### src/rtl/mips_pkg.sv
// ============================================================================
// Module      : mips_pkg
// Description : Shared types and constants for the MIPS pipeline front end.
//               Holds the fetch FSM state encoding, the NOP bubble word and
//               the default reset program counter.
// Revision    : 1.0 - initial release
// ============================================================================
`default_nettype none

package mips_pkg;

    // Fetch FSM states
    typedef enum logic [1:0] {
        IDLE = 2'd0,
        REQ  = 2'd1,
        WAIT = 2'd2,
        HOLD = 2'd3
    } fetch_state_t;

    // Instruction word used for pipeline bubbles (sll $0,$0,0)
    localparam logic [31:0] NOP_INSTR        = 32'h0000_0000;

    // Default first fetch address after reset
    localparam logic [31:0] DEFAULT_RESET_PC = 32'h0000_0000;

    // Sequential next address, 32-bit modulo (0xFFFF_FFFC wraps to 0)
    function automatic logic [31:0] pc_inc(input logic [31:0] a);
        return a + 32'd4;
    endfunction

endpackage

`default_nettype wire

### src/rtl/fetch_stage_if_id_reg.sv
// ============================================================================
// Module      : if_id_reg
// Description : IF/ID pipeline register. Hold has priority over load, load
//               over bubble. A bubble clears the instruction and valid bit but
//               keeps pc_plus4 so decode sees a stable link address.
// Revision    : 1.0 - initial release
// ============================================================================
`default_nettype none

module if_id_reg
    import mips_pkg::*;
(
    input  logic        clk,
    input  logic        rst,
    input  logic        i_hold,
    input  logic        i_load,
    input  logic        i_bubble,
    input  logic [31:0] i_instr,
    input  logic [31:0] i_pc_plus4,
    output logic [31:0] o_instr,
    output logic [31:0] o_pc_plus4,
    output logic        o_valid
);

    logic [31:0] r_instr;
    logic [31:0] r_pc_plus4;
    logic        r_valid;

    // Pipeline register update: hold, load a real instruction, or insert a bubble
    always_ff @(posedge clk or posedge rst) begin
        if (rst) begin
            r_instr    <= NOP_INSTR;
            r_pc_plus4 <= 32'd0;
            r_valid    <= 1'b0;
        end else if (i_hold) begin
            r_instr    <= r_instr;
            r_pc_plus4 <= r_pc_plus4;
            r_valid    <= r_valid;
        end else if (i_load) begin
            r_instr    <= i_instr;
            r_pc_plus4 <= i_pc_plus4;
            r_valid    <= 1'b1;
        end else if (i_bubble) begin
            r_instr    <= NOP_INSTR;
            r_valid    <= 1'b0;
        end
    end

    assign o_instr    = r_instr;
    assign o_pc_plus4 = r_pc_plus4;
    assign o_valid    = r_valid;

endmodule

`default_nettype wire

### src/rtl/fetch_stage.sv
// ============================================================================
// Module      : fetch_stage
// Description : MIPS instruction-fetch stage. Owns the PC, issues a single
//               outstanding request over a req/gnt/rvalid handshake and fills
//               the IF/ID register, inserting bubbles while memory is busy.
//               Build option FETCH_DELAY_SLOT_EN selects branch-delay-slot
//               redirect semantics; otherwise redirects squash in-flight work.
// Revision    : 1.0 - initial release
// ============================================================================
`default_nettype none

module fetch_stage
    import mips_pkg::*;
#(
    parameter logic [31:0] RESET_PC = DEFAULT_RESET_PC
)(
    input  logic        clk,
    input  logic        rst,
    input  logic        stallF,
    input  logic        stallD,
    input  logic        pc_srcD,
    input  logic [31:0] pc_branchD,
    output logic        imem_req,
    output logic [31:0] imem_addr,
    input  logic        imem_gnt,
    input  logic        imem_rvalid,
    input  logic [31:0] imem_rdata,
    output logic [31:0] instrD,
    output logic [31:0] pc_plus4D,
    output logic        validD
);

    fetch_state_t r_state;
    fetch_state_t w_state_nxt;
    logic [31:0]  r_pcF;
    logic [31:0]  w_pc_nxt;
    logic [31:0]  r_addrF;
    logic [31:0]  r_hold;
    logic         r_kill;
    logic         w_kill_nxt;

    logic         w_redir;
    logic         w_squash_en;
    logic         w_deliver_wait;
    logic         w_deliver_hold;
    logic         w_deliver;
    logic         w_load;
    logic         w_bubble;
    logic [31:0]  w_word;
    logic [31:0]  w_addr_inc;

`ifdef FETCH_DELAY_SLOT_EN
    // Delay-slot build: redirects never squash, the target waits in redir_pend
    assign w_squash_en = 1'b0;
`else
    assign w_squash_en = 1'b1;
`endif

    // Delivery and redirect qualification
    always_comb begin
        w_redir        = pc_srcD & ~stallD;
        w_deliver_wait = (r_state == WAIT) & imem_rvalid & ~r_kill & ~stallD;
        w_deliver_hold = (r_state == HOLD) & ~stallD;
        w_deliver      = w_deliver_wait | w_deliver_hold;
        w_word         = w_deliver_hold ? r_hold : imem_rdata;
        w_addr_inc     = pc_inc(r_addrF);
        w_load         = w_deliver & ~(w_redir & w_squash_en);
        w_bubble       = ~stallD & ~w_load;
    end

    // Fetch FSM next-state and kill flag
    always_comb begin
        w_state_nxt = r_state;
        w_kill_nxt  = r_kill;
        case (r_state)
            IDLE: w_state_nxt = REQ;
            REQ: begin
                if (imem_gnt) begin
                    w_state_nxt = WAIT;
                    w_kill_nxt  = w_redir & w_squash_en;
                end
            end
            WAIT: begin
                if (imem_rvalid) begin
                    if (r_kill) begin
                        w_kill_nxt  = 1'b0;
                        w_state_nxt = REQ;
                    end else if (!stallD) begin
                        w_state_nxt = REQ;
                    end else begin
                        w_state_nxt = HOLD;
                    end
                end else if (w_redir && w_squash_en) begin
                    w_kill_nxt = 1'b1;
                end
            end
            HOLD: begin
                if (!stallD) begin
                    w_state_nxt = REQ;
                end
            end
            default: w_state_nxt = IDLE;
        endcase
    end

`ifdef FETCH_DELAY_SLOT_EN
    logic        r_pend;
    logic [31:0] r_tgt;
    logic        w_pend_nxt;
    logic [31:0] w_tgt_nxt;

    // Next PC: the delay-slot delivery steers to the (pending or fresh) target
    always_comb begin
        w_pc_nxt   = r_pcF;
        w_pend_nxt = r_pend;
        w_tgt_nxt  = r_tgt;
        if (w_deliver && !stallF) begin
            w_pend_nxt = 1'b0;
            if (w_redir) begin
                w_pc_nxt = pc_branchD;
            end else if (r_pend) begin
                w_pc_nxt = r_tgt;
            end else begin
                w_pc_nxt = w_addr_inc;
            end
        end else if (w_redir) begin
            w_pend_nxt = 1'b1;
            w_tgt_nxt  = pc_branchD;
        end
    end

    // Pending redirect target, newest redirect wins
    always_ff @(posedge clk or posedge rst) begin
        if (rst) begin
            r_pend <= 1'b0;
            r_tgt  <= 32'd0;
        end else begin
            r_pend <= w_pend_nxt;
            r_tgt  <= w_tgt_nxt;
        end
    end
`else
    // Next PC: redirect overrides sequential advance
    always_comb begin
        w_pc_nxt = r_pcF;
        if (w_redir) begin
            w_pc_nxt = pc_branchD;
        end else if (w_deliver && !stallF) begin
            w_pc_nxt = w_addr_inc;
        end
    end
`endif

    // Fetch control state, PC, outstanding address and hold buffer
    always_ff @(posedge clk or posedge rst) begin
        if (rst) begin
            r_state <= IDLE;
            r_pcF   <= RESET_PC;
            r_addrF <= RESET_PC;
            r_hold  <= NOP_INSTR;
            r_kill  <= 1'b0;
        end else begin
            r_state <= w_state_nxt;
            r_pcF   <= w_pc_nxt;
            r_kill  <= w_kill_nxt;
            if ((r_state == REQ) && imem_gnt) begin
                r_addrF <= r_pcF;
            end
            if ((r_state == WAIT) && imem_rvalid && !r_kill && stallD) begin
                r_hold <= imem_rdata;
            end
        end
    end

    assign imem_req  = (r_state == REQ);
    assign imem_addr = r_pcF;

    if_id_reg u_if_id_reg (
        .clk        (clk),
        .rst        (rst),
        .i_hold     (stallD),
        .i_load     (w_load),
        .i_bubble   (w_bubble),
        .i_instr    (w_word),
        .i_pc_plus4 (w_addr_inc),
        .o_instr    (instrD),
        .o_pc_plus4 (pc_plus4D),
        .o_valid    (validD)
    );

endmodule

`default_nettype wire

### config.mk
export PLATFORM = sky130hd
export DESIGN_NAME = fetch_stage
export DESIGN_NICKNAME = d
export VERILOG_FILES = /design/src/rtl/mips_pkg.sv /design/src/rtl/fetch_stage_if_id_reg.sv /design/src/rtl/fetch_stage.sv
export SDC_FILE = /design/constraint.sdc
export NUM_CORES = 1
export LEC_CHECK = 0
export BUFFER_PORTS_ARGS = -buffer_cell sky130_fd_sc_hd__buf_2
export CAP_MARGIN = 40
export CORE_MARGIN = 1.5
export CORE_UTILIZATION = 35
export CTS_BUF_LIST = sky130_fd_sc_hd__clkbuf_8
export CTS_CLUSTER_SIZE = 16
export DETAILED_ROUTE_END_ITERATION = 6
export GPL_TIMING_DRIVEN = 0
export PLACE_DENSITY = 0.53
export SETUP_SLACK_MARGIN = 0.02
export SYNTH_ARGS = -nofsm -noshare
export SYNTH_HDL_FRONTEND = slang
export SYNTH_SLANG_ARGS = --single-unit
### constraint.sdc
create_clock -name clk -period 8.9 [get_ports clk]
set_input_delay 1.335 -clock clk [delete_from_list [all_inputs] [get_ports clk]]
set_output_delay 1.335 -clock clk [all_outputs]
set_load 0.01 [all_outputs]
# --- Word-level counts from Yosys, hierarchy flattened ---
# Cells that the tools add are included.
word_totals:
  reg_bits: 164
  output_inout_bits: 98
op_classes:
  mux: 17
  bitwise: 12
  reduce_logical: 15
  n_addsub: 1
  n_eq_ne: 7
ops:
  columns: ["op", "n"]
  rows:
  - ["two-way mux 32 bit", 5]
  - ["adder 32 x 3 -> 32 bit (second input constant)", 1]
  - ["two-way mux 2 bit", 5]
  - ["case mux 2 bit (4 select lines)", 1]
  - ["AND 1 bit", 7]
  - ["AND reduction 3 bit", 2]
  - ["nonzero test 2 bit", 3]
  - ["logical AND 1 bit", 5]
  - ["two-way mux 1 bit", 5]
  - ["== test 2 bit (second input constant)", 2]
  - ["!= test 2 bit (second input constant)", 2]
  - ["NOT 1 bit", 4]
  - ["AND reduction 2 bit", 2]
  - ["!= test 3 bit (second input constant)", 1]
  - ["== test 2 x 1 -> 1 bit (second input constant)", 1]
  - ["logical NOT 1 bit", 2]
  - ["logical NOT 2 bit", 1]
  - ["!= test 2 x 1 -> 1 bit (second input constant)", 1]
  - ["case mux 1 bit (2 select lines)", 1]
  - ["bitwise OR 1 bit", 1]

# --- Logic depth before layout (Yosys ltp) ---
logic_depth:
  ltp_word: 10
  ltp_mapped: 9
  mapped_depth_nobuf: 7

# --- By module ---
# A second synthesis with hierarchy kept.
unflattened:
  hier_cells: 603
  area_unflattened_um2: 7518.5
by_module_without_submodules:
  columns: ["mod", "area_per_inst_um2", "cells_each", "instances", "seq_area_each_um2"]
  rows:
  - ["fetch_stage", 5077.4, 459, 1, 2477.4]
  - ["if_id_reg", 2441.1, 144, 1, 1626.6]

# --- Worst setup path after synthesis ---
# No wires, ideal clock.
synth_path:
  path_kind: "input to register"
  start: "input port stallD"
  end: "register u_if_id_reg.r_instr[31] (netlist: u_if_id_reg.o_instr[31])"
  path_buffers: 3
  t_required_ns: 8.779
  stages: 6
  setup_slack_ns: 6.210
  t_arrival_ns: 2.569
  path_cell_list: "buf_2 -> nand2b_1 -> clkbuf_1 -> buf_2 -> o22ai_1 -> a22o_1"
synth_via:
  elab_chain_cells: 8
  elab_cells_between_ends: 13
  classes_between: "mux: 2; bitwise: 9; reduce/logical: 2"
synth_lines:
  columns: ["item", "line", "text"]
  rows:
  - ["start, declared", "fetch_stage.sv:20", "input logic stallD,"]
  - ["NOT 1 bit (no line) *", null, null]
  - ["AND 1 bit, on equally long branches", "fetch_stage.sv:62, fetch_stage.sv:61, fetch_stage.sv:63", null]
  - ["bitwise OR 1 bit / NOT 1 bit (equally long branches)", "fetch_stage.sv:64, fetch_stage.sv:67", null]
  - ["AND 1 bit", "fetch_stage.sv:67", "w_load = w_deliver & ~(w_redir & w_squash_en);"]
  - ["NOT 1 bit", "fetch_stage.sv:68", "w_bubble = ~stallD & ~w_load;"]
  - ["AND 1 bit", "fetch_stage.sv:68", null]
  - ["nonzero test 2 bit (no line)", null, null]
  - ["AND reduction 2 bit (no line)", null, null]
  - ["end signal, assigned", "fetch_stage_if_id_reg.sv:36", "r_instr <= r_instr;"]
  - ["end signal, assigned", "fetch_stage_if_id_reg.sv:40", "r_instr <= i_instr;"]
  - ["end, declared", "fetch_stage_if_id_reg.sv:25", "logic [31:0] r_instr;"]
# Every way passes the cells marked *; elsewhere a longest branch is shown, timed or not.
# A chain may end at the register's enable or synchronous reset.

# --- Final worst setup path ---
layout_path:
  start: "register r_state[1]"
  end: "output port imem_req"
layout_via:
  elab_chain_cells: 1
layout_lines:
  columns: ["item", "line", "text"]
  rows:
  - ["start, declared", "fetch_stage.sv:33", "fetch_state_t r_state;"]
  - ["start signal, assigned", "fetch_stage.sv:163", "r_state <= w_state_nxt;"]
  - ["== test 2 x 1 -> 1 bit", "fetch_stage.sv:175", "assign imem_req = (r_state == REQ);"]
  - ["end, declared", "fetch_stage.sv:23", "output logic imem_req,"]
# No other way between the ends.

==> run_results.csv <==
group,metric,value,unit
timing,slew_headroom,46.9,%
placed_design,dp.cells,1125,
placed_design,gp_congestion,0.785,
synthesis,ys_warn_count,0,
clock_network,clk-insertion-delay-late,460,ps
layout,final.fill_count,2056,
route,finalWirelength,20400,µm
global_route,grt_pass1_wl,32100,µm
synthesis,synth-edff-count,0,
die,start_util,36.0,%
global_route,grt_overflow_total,0,
critical_path,path_delay_family,"flip-flops",
layout,nNetsFinal,949,
outcome,status,"finished clean",
clock_network,cts_tree,"done",
timing,setup_violations,0,
clock_network,cts_inserted_buffers,17,
critical_path,path_buf_inv,2,
critical_path,crit_type,"register to primary output",
synthesis,syn_avg_cell_area,10.7,µm²
layout,regArea,0.00410,mm²
synthesis,synth_largest_area_cell,"dfrtp_1",
synthesis,yosysMostFrequentCell,"dfrtp_1",
critical_path,start_kind,"register",
route,vias,5711,
synthesis,ys_seq_elements,164,
route,vias_per_cell,4.93,
timing,period_needed,2790,ps
worst_hold_path,hold_class,"register to register",
clock_network,clkTransAtPathRegs,90,ps
layout,fin_util,44.2,%
route,drtPass1Iterations,5,
critical_path,crit_arrival,1460,ps
timing,finalCritPeriodShare,31.4,%
global_route,grt_max_degree,100,
die,ios,169,
placed_design,dpl.hpwl,14600,µm
power,power.total,2.65,mW
timing,finalSetupTns,0,ps
synthesis,synth_cell_types,45,
global_route,grt_pass1_vias,5628,
synthesis,syn-cell-area,0.00734,mm²
power,ir_drop,131,µV
clock_network,clock_path_buffers,2,
synthesis,synth_area_leaders,"dfrtp_1 56%, mux2_2 9.7%, nand2_1 6.3%, o21ai_0 5.7%, mux2i_1 4.4%",
synthesis,synth_cells,686,
route,wl_per_cell,17.6,µm
timing,tightest_slew,790,ps
layout,drive_gt1_share,31.2,%
critical_path,crit_required,7570,ps
global_route,antenna_found_initial,0,
timing,whs,480,ps
layout,multi_input_area,0.00303,mm²
critical_path,slowest_stage,"dfrtp_1",
power,p_leak,4.45,nW
placed_design,place_ws,5650,ps
layout,postLayoutCellArea,0.00903,mm²
route,drtIter0Drc,272,
layout,syn_to_final_growth,23.0,%
synthesis,syn_nets,761,
placed_design,dpl_cell_area,0.00856,mm²
placed_design,port_buffers,168,
clock_network,post-cts-setup-buffers,0,
timing,clock.fmax,0.358,GHz
synthesis,synthFlopType,"dfrtp_1",
timing,setup_slack,6110,ps
clock_network,htreeDepth,4,
critical_path,slowest_delay,410,ps
synthesis,synthTopCellsByCount,"164 x dfrtp_1, 124 x nand2_1, 83 x o21ai_0, 63 x mux2_2, 32 x mux2i_1",
clock_network,hold_buffers,0,
critical_path,path_cells,"inv_1 -> ha_1 -> buf_2",
critical_path,cp-end-kind,"primary output",
clock_network,ctsResizeCount,0,
power,powerDensity,293,mW/mm²
global_route,grt_usage,19.2,%
route,ant_nets,0,
timing,finalMaxSlewViolations,0,
run,cap_violations,0,
synthesis,synthArstFlopShare,100,%
die,core_area,0.0204,mm²
clock_network,cts_root_buf,"clkbuf_8",
route,route.detailed.drc,0,
layout,stdcell_count,1158,
synthesis,ys_seq_area_share,55.9,%
clock_network,cts_sinks,164,
timing,fin_skew,16.2,ps
die,dieArea,0.0219,mm²
synthesis,synth_top_area_share,55.9,%
timing,rsz0062_at_grt,"false",
timing,hold_violations,0,
critical_path,critPathMaxFanout,7,
die,die_w,148,µm
die,fp-row-count,52,
die,fp.dieH,148,µm
-- routing by layer --
| metal | share of wire (%) | up-vias | GRT usage, % |
|---|---|---|---|
| li1 | - | 2755 | - |
| met1 | 48 | 2801 | 27.7 |
| met2 | 45 | 145 | 28.9 |
| met3 | 6.5 | 10 | 5.22 |
| met4 | 0.64 | 0 | 4.16 |
| met5 | 0 | - | 0 |
-- layout make-up --
| cell class | count | share of cell area, % |
|---|---|---|
| diodes | 1 | 0.0277 |
| plain buffers | 41 | 1.83 |
| clock buffers | 17 | 2.59 |
| clock inverters | 15 | 2.65 |
| inverters | 11 | 0.540 |
| multi-input cells | 470 | 33.6 |
| flip-flops and latches | 164 | 45.4 |
| well taps | 270 | 3.74 |
| repair buffers | 169 | 9.61 |
-- worst paths after layout --
check	startpoint	to	slack, ps	depth (start not counted)
worst max-delay path	r_state[1]	imem_req	6110	3
worst min-delay path	u_if_id_reg.o_pc_plus4[0]	u_if_id_reg.o_pc_plus4[0]	480	2
worst max register to register	r_state[0]	u_if_id_reg.o_pc_plus4[17]	6330	7
worst min register to register	u_if_id_reg.o_pc_plus4[0]	u_if_id_reg.o_pc_plus4[0]	480	2
max in group asynchronous	rst	r_addrF[26]	7070	3
min in group asynchronous	rst	imem_addr[0]	1000	2
-- flip-flops by register name, indices dropped and copies added, names as in the netlist --
name	flops
imem_addr	32
r_addrF	32
r_hold	32
u_if_id_reg.o_instr	32
u_if_id_reg.o_pc_plus4	32
r_state	2
r_kill	1
u_if_id_reg.o_valid	1
-- power breakdown --
part | switching [mW] | internal (mW) | leakage (nW)
combinational | 0.409 | 0.372 | 2.12
clock | 0.309 | 0.344 | 0.240
sequential | 0.209 | 1.01 | 2.09
-- kinds of logic (layout without fill, tap and decap cells) --
group	after synthesis	count (layout)	synth area share (%)
AO/OA/AOI/OAI	125	125	9.23
XOR/XNOR	26	26	3.10
adder cells (fa/ha/maj)	4	4	0.681
buffers and inverters	52	253	2.81
flip-flops	164	164	55.9
multiplexers	95	95	14.0
other	0	1	0
AND/OR/NAND/NOR	220	220	14.3
-- worst register-to-register path: cells and delay by family, from the launching register on --
family	cells	cell delay, ps
AND/OR/NAND/NOR	1	230
AO/OA/AOI/OAI	2	830
buffers and inverters	3	770
adder cells (fa/ha/maj)	1	190
flip-flops	1	410
-- placed cells by master (no fill, tap or decap), types with 4 or more instances in the layout --
cell,count
bufinv_16,5
nor4_1,4
o21a_1,4
mux2_2,63
nand3_1,14
inv_1,10
buf_1,7
inv_6,6
and3_1,16
o21ai_1,5
nand2_1,124
mux2i_1,32
nor2_1,28
xor2_1,11
ha_1,4
buf_2,171
o21ai_0,83
clkbuf_8,17
xnor2_1,15
a21oi_1,16
nor3_1,13
clkbuf_1,30
dfrtp_1,164
Power figures use the tool's default switching activity.
